`src/rtl/regfile_pkg.sv`:
```
// Shared defaults and requester ids for the register-file writeback arbiter.
package regfile_pkg;

  localparam int DW_DEF   = 32;
  localparam int AW_DEF   = 5;
  localparam int NREG_DEF = 2 ** AW_DEF;

  typedef enum logic {
    REQ_A = 1'b0,
    REQ_B = 1'b1
  } req_id_e;

  function automatic req_id_e other_req(input req_id_e id);
    return (id == REQ_A) ? REQ_B : REQ_A;
  endfunction

endpackage

```
`src/rtl/regfile_wb_arbiter_rr_arb2.sv`:
```
// Two-way round-robin grant logic; rr_ptr names the requester favoured on contention.
module rr_arb2
  import regfile_pkg::*;
(
  input  logic    clk_i,
  input  logic    rst_i,
  input  logic    a_valid_i,
  input  logic    b_valid_i,
  output logic    a_grant_o,
  output logic    b_grant_o,
  output req_id_e rr_ptr_o
);

  req_id_e ptr_q, ptr_d;

  // A lone requester always wins; the pointer only matters when both ask.
  always_comb begin
    a_grant_o = 1'b0;
    b_grant_o = 1'b0;
    if (!rst_i) begin
      if (a_valid_i && (!b_valid_i || ptr_q == REQ_A)) begin
        a_grant_o = 1'b1;
      end else if (b_valid_i) begin
        b_grant_o = 1'b1;
      end
    end
  end

  always_comb begin
    ptr_d = ptr_q;
    if (a_grant_o) begin
      ptr_d = other_req(REQ_A);
    end else if (b_grant_o) begin
      ptr_d = other_req(REQ_B);
    end
  end

  always_ff @(posedge clk_i) begin
    if (rst_i) begin
      ptr_q <= REQ_A;
    end else begin
      ptr_q <= ptr_d;
    end
  end

  assign rr_ptr_o = ptr_q;

endmodule

```
`src/rtl/regfile_wb_arbiter.sv`:
```
// Writeback arbiter: merges ALU (A) and load (B) writebacks onto one registered
// write port and tracks outstanding destinations. REGFILE_ZERO_REG_EN hard-wires register 0.
module regfile_wb_arbiter
  import regfile_pkg::*;
#(
  parameter int DW = DW_DEF,
  parameter int AW = AW_DEF
) (
  input  logic              clk,
  input  logic              rst,
  input  logic              a_valid,
  input  logic [AW-1:0]     a_rd,
  input  logic [DW-1:0]     a_data,
  output logic              a_ready,
  input  logic              b_valid,
  input  logic [AW-1:0]     b_rd,
  input  logic [DW-1:0]     b_data,
  output logic              b_ready,
  input  logic              iss_valid,
  input  logic [AW-1:0]     iss_rd,
  output logic              write,
  output logic [AW-1:0]     rd,
  output logic [DW-1:0]     data,
  output logic [2**AW-1:0]  pending,
  output logic              rr_ptr
);

  localparam int NREG = 2 ** AW;

  // Handshake: a transfer completes when valid && ready are high in the same
  // cycle; requesters hold rd/data stable until then. Ready never depends on rd/data.
  logic    a_grant, b_grant, hs;
  req_id_e rr_ptr_id;

  rr_arb2 u_arb (
    .clk_i     (clk),
    .rst_i     (rst),
    .a_valid_i (a_valid),
    .b_valid_i (b_valid),
    .a_grant_o (a_grant),
    .b_grant_o (b_grant),
    .rr_ptr_o  (rr_ptr_id)
  );

  assign a_ready = a_grant;
  assign b_ready = b_grant;
  assign rr_ptr  = rr_ptr_id;
  assign hs      = a_grant | b_grant;

  logic [AW-1:0]   sel_rd;
  logic [DW-1:0]   sel_data;
  logic            wr_en, iss_en;
  logic            write_q;
  logic [AW-1:0]   rd_q;
  logic [DW-1:0]   data_q;
  logic [NREG-1:0] pending_q, pending_d;

  assign sel_rd   = b_grant ? b_rd   : a_rd;
  assign sel_data = b_grant ? b_data : a_data;

`ifdef REGFILE_ZERO_REG_EN
  assign wr_en  = hs && (sel_rd != '0);
  assign iss_en = iss_valid && (iss_rd != '0);
`else
  assign wr_en  = hs;
  assign iss_en = iss_valid;
`endif

  // Set is applied after clear so a new producer of the same index wins.
  always_comb begin
    pending_d = pending_q;
    if (hs) begin
      pending_d[sel_rd] = 1'b0;
    end
    if (iss_en) begin
      pending_d[iss_rd] = 1'b1;
    end
`ifdef REGFILE_ZERO_REG_EN
    pending_d[0] = 1'b0;
`endif
  end

  always_ff @(posedge clk) begin
    if (rst) begin
      write_q   <= 1'b0;
      rd_q      <= '0;
      data_q    <= '0;
      pending_q <= '0;
    end else begin
      write_q   <= wr_en;
      pending_q <= pending_d;
      if (wr_en) begin
        rd_q   <= sel_rd;
        data_q <= sel_data;
      end
    end
  end

  assign write   = write_q;
  assign rd      = rd_q;
  assign data    = data_q;
  assign pending = pending_q;

endmodule
```
`config.mk`:
```
export PLATFORM = sky130hd
export DESIGN_NAME = regfile_wb_arbiter
export DESIGN_NICKNAME = d
export VERILOG_FILES = /design/src/rtl/regfile_pkg.sv /design/src/rtl/regfile_wb_arbiter_rr_arb2.sv /design/src/rtl/regfile_wb_arbiter.sv
export SDC_FILE = /design/constraint.sdc
export NUM_CORES = 1
export LEC_CHECK = 0
export ABC_CLOCK_PERIOD_IN_PS = 3610
export CELL_PAD_IN_SITES_DETAIL_PLACEMENT = 1
export CELL_PAD_IN_SITES_GLOBAL_PLACEMENT = 1
export CORE_UTILIZATION = 33
export DETAILED_ROUTE_END_ITERATION = 7
export PLACE_DENSITY_LB_ADDON = 0.1
export REMOVE_ABC_BUFFERS = 1
export SLEW_MARGIN = 30
export SYNTH_ARGS = -nofsm -noshare
export SYNTH_HDL_FRONTEND = slang
export SYNTH_HIERARCHICAL = 1
export SYNTH_SLANG_ARGS = --single-unit
export TNS_END_PERCENT = 100
```
`constraint.sdc`:
```
create_clock -name clk -period 3.61 [get_ports clk]
set_input_delay 0.722 -clock clk [delete_from_list [all_inputs] [get_ports clk]]
set_output_delay 0.722 -clock clk [all_outputs]
set_load 0.02 [all_outputs]
```
=== Word level (Yosys, flattened, before mapping) ===
Cells that the tools add are included.

* Reduce and logical (&&, ||, !) cells: 6
* $lt $le $gt $ge: 4
* Bitwise logic cells: 5
* Multiplexer cells: 15

{| class="wikitable"
|+ Operators with widths
! cell !! number
|-
| $mux 32 || 3
|-
| $and 32x32->32 || 1
|-
| $not 32->32 || 1
|-
| $or 32x32->32 || 1
|-
| $lt 5x6->1 const B || 2
|-
| $demux 1 s5 || 2
|-
| $ge 5x1->1 const B || 2
|-
| $mux 1 || 9
|-
| $mux 5 || 1
|-
| $logic_and 1x1->1 || 3
|-
| $reduce_bool 2->1 || 1
|-
| $logic_not 1->1 || 1
|-
| $logic_or 1x1->1 || 1
|-
| $not 1->1 || 1
|-
| $or 1x1->1 || 1
|}

* Input bits: 84
* Register bits: 71
* Output and inout port bits: 73

=== Longest topological paths before layout ===
Gate-level depths: netlist of the first run.

* Word-level depth: 15
* Mapped depth: 8

=== By module ===
Netlist of the first run, hierarchy kept.

{| class="wikitable"
|+ Modules (own cells, without submodules)
! module !! seq. area each (um^2) !! instances !! cells each !! area an instance (um^2)
|-
| regfile_wb_arbiter || 1401.3 || 1 || 344 || 3494.6
|-
| rr_arb2 || 20.0 || 1 || 7 || 61.3
|}

=== Worst setup path before layout of the first run ===
Ideal clock, no wire load.

* Kind: input port to flip-flop
* From: input a_valid
* To: register data_q[10] (netlist: data[10])
* Path slack: 0.875 ns
* Setup time: 0.128 ns
* Stages on the path: 8
* Arrival time: 2.608 ns
* Cell sequence: nor2b_1 nor3b_1 buf_6 buf_6 buf_8 buf_12 mux2i_1 nor2_1

* Word-level cells in the longest chain between the ends: 4
* Elaborated cells between the ends (all ways): 7
* Classes of those cells: mux (5); bitwise (1); reduce/logical (1)

{| class="wikitable"
|+ Ends and longest elaborated chain
! element !! line !! RTL
|-
| start, declared || regfile_wb_arbiter.sv:11 || <nowiki>input logic a_valid,</nowiki>
|-
| $logic_and 1x1->1 * || regfile_wb_arbiter_rr_arb2.sv:21 || <nowiki>if (a_valid_i && (!b_valid_i || ptr_q == REQ_A)) begin</nowiki>
|-
| $mux 1 * || regfile_wb_arbiter_rr_arb2.sv:21 ||
|-
| $mux 1 * || regfile_wb_arbiter_rr_arb2.sv:20 || <nowiki>if (!rst_i) begin</nowiki>
|-
| net b_ready || regfile_wb_arbiter.sv:18 || <nowiki>output logic b_ready,</nowiki>
|-
| $mux 32 or $or 1x1->1 (tied branches) || regfile_wb_arbiter.sv:59, regfile_wb_arbiter.sv:48 ||
|-
| end signal, assigned || regfile_wb_arbiter.sv:94 || <nowiki>data_q <= sel_data;</nowiki>
|-
| end, declared || regfile_wb_arbiter.sv:55 || <nowiki>logic [DW-1:0] data_q;</nowiki>
|}

The timed path passes the listed nets; every way through them passes the cells marked *.
A chain may end at the register's enable or synchronous reset.

=== Worst setup path in the final report of the first run ===
* From: input a_valid
* To: output b_ready

* Word-level cells in the longest chain between the ends: 3

{| class="wikitable"
|+ Ends and longest elaborated chain
! element !! line
|-
| $logic_and 1x1->1 || regfile_wb_arbiter_rr_arb2.sv:21
|-
| $mux 1 || regfile_wb_arbiter_rr_arb2.sv:21
|-
| $mux 1 || regfile_wb_arbiter_rr_arb2.sv:20
|-
| end, declared || regfile_wb_arbiter.sv:18
|}

No other way between the ends.

==> qor.csv, run 1 <==
metric,value,unit
Tmin final,3.05,ns
met2 usage,33.8,%
Root Buffer,clkbuf_8,
Static Leak,1.84,nW
CTS max path bufs,2,
most frequent cells in the layout,"155 x clkdlybuf4s50_1, 71 x dfxtp_1, 40 x nor2_1, 36 x mux2_2, 36 x mux2i_1",
DRC violation total after the first TritonRoute iteration,115,
largest net degree at the start of global routing,69,
postcts setup bufs,0,
CP max FO,2,
Antenna Nets Post-Route,0,
post-synthesis cell type count,39,
crit path DAT,2.33,ns
ant diodes,0,
via count,3375,
Area contributors post-synth,"dfxtp_1 40%, mux2_2 11%, mux2i_1 10%, o32ai_1 7.9%, a22oi_1 5.1%",
wire per inst,18.2,µm
ys flop type,dfxtp_1,
R2R Path Start,u_arb/rr_ptr_o$_SDFFE_PP0P_,
post-CTS sizing,0,
starting density of the core,34.3,%
Worst EP required,2.89,ns
Final Instance Area,5400,µm²
Layout Skew,0.00860,ns
Pwr Density,354,nW/µm²
reg2reg setup slack,1.30,ns
IO buf count,156,
IO Pins,157,
register area,1420,µm²
Hold Path Sink,pending[28]$_SDFF_PP0_,
drc violations,0,
die height,106,µm
Hold Crit Depth,2,
register bit total from synthesis,71,
Multi-input gate area,1880,µm²
FP Rows,37,
CTS tree,yes,
Final #Nets,584,
syn_area_per_cell,10.1,µm²
Max stage delay on crit path,0.71,ns
top cell type by total area after synthesis,dfxtp_1,
number of global-route vias before repair,3497,
Placer Congestion,0.750,
global-route wire length before repair,18.2,mm
antenna violations before repair,0,
Relative slew margins,49.6,%
Final Hold Violating Endpoints,0,
worst-path cell chain,clkdlybuf4s50_1 -> nor2b_1 -> nor3b_2 -> clkdlybuf4s50_1,
"Top cell by count, worst path",clkdlybuf4s50_1,
fillers,1180,
Top Usage Layer GRT,met2,
maximum VDD drop,149,µV
gr usage total,21.3,%
Hold WS,0.474,ns
CTS Sinks,71,
fin. max-slew vios,0,
Hold Startpoint,pending[28]$_SDFF_PP0_,
worst r2r path cells,7,
Setup Viol. Count Final,0,
Post-synth ARST share,0,%
Placed Area,5200,µm²
synth warn,6,
DR pass1 iterations,4,
share of the synthesized area in the top cell type,40.0,%
DP HPWL,8.41,mm
WL final,11.7,mm
die area,11200,µm²
crit share post-route,84.6,%
dpl ws,0.515,ns
critical path's slowest cell,clkdlybuf4s50_1,
slew at the pin closest to its max-slew limit,0.755,ns
PnR worst setup slack,0.556,ns
RSZ-0062 raised after global routing,false,
CP Class,input pin to output port,
worst-skew pair later-pin latency,0.36,ns
Post-Syn Area,3560,µm²
Post-CTS Hold Buffers,0,
clock buffer count from CTS,9,
GRT met1 Usage,25.7,%
HP Class,register to register,
total of max-cap violations,0,
GR Util met3,8.23,%
Layout area overhead,51.9,%
synthesized instance count,351,
CP startpoint kind,input pin,
Via density,5.27,
status,"complete, no violations",
Worst setup EP type,output port,
reg2reg end,pending[0]$_SDFF_PP0_,
total grt overflow,0,
"most common cell after layout, fill and taps aside",clkdlybuf4s50_1,
Die X,106,µm
fmax,0.327,GHz
number of synthesized flops with an enable pin,0,
layout cells sized above 1,13.7,%
sequential fraction of the synthesis area,40.0,%
clk slew on worst S/H paths,0.07,ns
H-tree Lvls,3,
total core area,10400,µm²
## worst max-delay path, delay by kind of cell
kind          cells  cell delay (ns)
simple gates      2             0.48
buf+inv           2             1.13
## routing by layer
layer / routed length [µm] / part of all wire (%)
met4: 170 / 1.5
met3: 1060 / 9.1
met5: 0 / 0
met1: 4950 / 42
met2: 5480 / 47
## flip-flops by register name (all words and copies together), names as in the netlist
name and flops:
pending 32, write 1, u_arb/rr_ptr_o 1, rd 5, data 32
## cell type report
cell class,count,area share [%]
well taps,136,3.15
clock buffers,11,2.80
multi-input cells,224,34.9
clock inverters,4,0.834
inverters,33,2.29
repair buffers,161,29.7
flip-flops and latches,71,26.3
## how the worst max path moves through the flow
stage	start	cells past startpoint	end	slack, ns
after floorplan	a_valid	5	pending[28]$_SDFF_PP0_	-4.37
final	a_valid	4	b_ready	0.56
after global placement	a_valid	4	b_ready	0.61
after CTS	a_valid	4	b_ready	0.52
after detailed placement	a_valid	8	pending[0]$_SDFF_PP0_	0.51
after global routing	a_valid	4	b_ready	0.47
## per-stage QoR
step / power (mW) / instances / util (%) / setup TNS (ns)
floorplan: 1.05 / 328 / - / -268.82
global placement: 1.26 / 625 / 50.2 / 0
detailed placement: 1.27 / 625 / 50.2 / 0
CTS: 1.94 / 640 / 52.1 / 0
global route: 1.99 / 640 / 52.1 / 0
finish: 1.91 / 640 / 52.1 / 0
## logic make-up (layout without fill, tap and decap cells)
kind of cell / Yosys count / count (layout) / share of synthesized area (%)
and+or+nand+nor: 85 / 85 / 15.3
muxes: 72 / 72 / 21.5
DFF: 71 / 71 / 40.0
AOI/OAI and AO/OA: 67 / 67 / 15.7
buffers and inverters: 56 / 209 / 7.56
## synthesized netlist by cell type, types with 4 or more instances
library cell,count
a22oi_1,24
mux2i_1,36
nand4b_1,4
nand3_1,4
clkbuf_1,8
nor2_1,40
a2bb2oi_1,7
nand2_1,4
nor2b_1,7
inv_1,33
buf_2,5
mux2_2,36
nand4bb_1,6
o32ai_1,32
dfxtp_1,71
or4b_1,4
## report_power, final
group | switching [mW] | total (mW) | internal [mW]
clock | 0.309 | 0.659 | 0.350
combinational | 0.188 | 0.414 | 0.227
sequential | 0.0183 | 0.837 | 0.819
total | 0.515 | 1.91 | 1.40
Note: power is estimated with default switching activity, not from simulation.
==> inputs of run 2 (changes only) <==
--- a/config.mk
+++ b/config.mk
@@ -5,10 +5,10 @@
 export SDC_FILE = /design/constraint.sdc
 export NUM_CORES = 1
 export LEC_CHECK = 0
-export ABC_CLOCK_PERIOD_IN_PS = 3610
+export ABC_CLOCK_PERIOD_IN_PS = 2500
 export CELL_PAD_IN_SITES_DETAIL_PLACEMENT = 1
 export CELL_PAD_IN_SITES_GLOBAL_PLACEMENT = 1
-export CORE_UTILIZATION = 33
+export CORE_UTILIZATION = 28
 export DETAILED_ROUTE_END_ITERATION = 7
 export PLACE_DENSITY_LB_ADDON = 0.1
 export REMOVE_ABC_BUFFERS = 1
==> constraint.sdc (replaced) <==
create_clock -name clk -period 2.5 [get_ports clk]
set_input_delay 0.5 -clock clk [delete_from_list [all_inputs] [get_ports clk]]
set_output_delay 0.5 -clock clk [all_outputs]
set_load 0.02 [all_outputs]
==> run 2 against run 1 <==
  * Clock skew decreased by 0.0044 ns
  * Count of clock-buffer cells in the layout increased by 3
  * Cell count increased by 7.0%
  * Non-clock buffer count is 13 higher
  * Global-route usage is 1.3 points lower
  * Critical path depth unchanged
  * Highest routed layer is now met5
  * Register-to-register slack got worse by 0.78 ns
  * Sequential share of layout area fell by 0.99 points
==> qor.csv, run 2 (same netlist as run 1, synthesis figures left out) <==
metric,value,unit,change
crit share post-route,96.7,%,
worst-skew pair later-pin latency,0.34,ns,-0.02 ns
antenna violations before repair,2,,+2
die area,13200,µm²,+18%
RSZ-0062 raised after global routing,false,,
Worst setup EP type,output port,,
Root Buffer,clkbuf_16,,
H-tree Lvls,3,,unchanged
HP Class,register to register,,
layout cells sized above 1,15.5,%,+1.8 points
CTS max path bufs,2,,unchanged
Final #Nets,597,,+2.2%
post-CTS sizing,1,,+1
CP startpoint kind,input pin,,
Layout Cells excl Fill,685,,+7.0%
largest net degree at the start of global routing,70,,+1.4%
Placed Instances,670,,+7.2%
Die X,115,µm,+8.4%
global-route wire length before repair,19.8,mm,+8.5%
Multi-input gate area,1880,µm²,unchanged
Antenna Nets Post-Route,0,,unchanged
WL final,12.5,mm,+7.0%
crit path DAT,1.92,ns,-0.41 ns
total of max-cap violations,0,,unchanged
Via density,5.04,,-4.4%
DRC violation total after the first TritonRoute iteration,173,,+50%
CTS Sinks,71,,unchanged
DR pass1 iterations,5,,+1
GRT met1 Usage,23.5,%,-2.2 points
Worst EP required,2.00,ns,-0.89 ns
Setup Viol. Count Final,0,,unchanged
CP Class,input pin to output port,,
fillers,1433,,+21%
die height,115,µm,+8.4%
GR Util met3,8.15,%,-0.073 points
fmax,0.414,GHz,
Pwr Density,533,nW/µm²,+51%
total core area,12200,µm²,+18%
fin. max-slew vios,0,,unchanged
total grt overflow,0,,unchanged
Placer Congestion,0.731,,-2.5%
Post-CTS Hold Buffers,0,,unchanged
IO buf count,156,,unchanged
status,"complete, no violations",,
gr usage total,20.1,%,-1.3 points
DP HPWL,9.32,mm,+11%
maximum VDD drop,380,µV,+150%
via count,3455,,+2.4%
met2 usage,33.7,%,-0.15 points
PnR worst setup slack,0.0835,ns,-0.472 ns
IO Pins,157,,unchanged
Layout Skew,0.00424,ns,-0.00436 ns
most frequent cells in the layout,"153 x clkdlybuf4s50_1, 71 x dfxtp_1, 40 x nor2_1, 36 x mux2_2, 36 x mux2i_1",,
clk slew on worst S/H paths,0.05,ns,-0.02 ns
setup_tns,0,ns,unchanged
ant diodes,0,,unchanged
register area,1420,µm²,unchanged
CP max FO,23,,+21
wire per inst,18.2,µm,about the same
drc violations,0,,unchanged
FP Rows,40,,+8.1%
dpl ws,-0.0347,ns,-0.550 ns
CTS tree,yes,,
Tmin final,2.42,ns,
starting density of the core,29.1,%,-5.2 points
postcts setup bufs,0,,unchanged
"most common cell after layout, fill and taps aside",clkdlybuf4s50_1,,
Final Hold Violating Endpoints,0,,unchanged
Static Leak,1.93,nW,+5.1%
slew at the pin closest to its max-slew limit,0.779,ns,+0.0240 ns
total power,2.99,mW,+57%
Layout area overhead,57.8,%,
Relative slew margins,48.1,%,-1.6 points
number of global-route vias before repair,3652,,+4.4%
clock buffer count from CTS,9,,unchanged
Top Usage Layer GRT,met2,,
==> run 2: cell types whose count changed in the layout (fill, tap and decap cells not counted), sizes merged <==
cell,before,now
buf,6,21
clkdlybuf4s50,155,153
clkinv,3,1
bufinv,1,0
clkbuf,11,14
==> run 2: stage by stage <==
stage | hold WS (ns) | utilization, % | area, µm²
5_1_grt | 0.503 | 46.0 | 5610
4_1_cts | 0.485 | 46.0 | 5610
3_5_place_dp | 0.477 | 43.8 | 5350
2_1_floorplan | 0.548 | - | 3410
3_3_place_gp | 0.468 | 43.8 | 5350
6_report | 0.478 | 46.0 | 5610
==> run 2: path summary, 6_finish.rpt <==
path | startpoint | to | slack (ns) | cells after the start
max | b_valid | b_ready | 0.08 | 4
min | pending[28]$_SDFF_PP0_ | pending[28]$_SDFF_PP0_ | 0.48 | 2
max reg2reg | u_arb/rr_ptr_o$_SDFFE_PP0P_ | pending[7]$_SDFF_PP0_ | 0.52 | 6
min reg2reg | pending[28]$_SDFF_PP0_ | pending[28]$_SDFF_PP0_ | 0.48 | 2
==> run 2: final cells by class <==
class,instances,area share [%]
Sequential cell,71,25.3
Clock buffer,14,4.53
Timing Repair Buffer,174,30.6
Multi-Input combinational cell,224,33.5
Clock inverter,1,0.0892
Inverter,33,2.21
Tap cell,168,3.74
==> run 2: where the power goes <==
part,total (mW),internal [mW],switching (mW)
sequential,1.21,1.18,0.0275
clock,1.16,0.693,0.466
combinational,0.620,0.341,0.279
==> run 2: critical path, cell delays in order <==
cell	delay [ns]
clkdlybuf4s50_1	0.55
nor3b_2	0.32
buf_6	0.33
buf_4	0.21
==> run 2: per-layer routing <==
layer	wire length, µm	vias up
met5	12	-
met4	170	2
met3	1080	14
met2	6070	124
met1	5150	1685
li1	-	1630
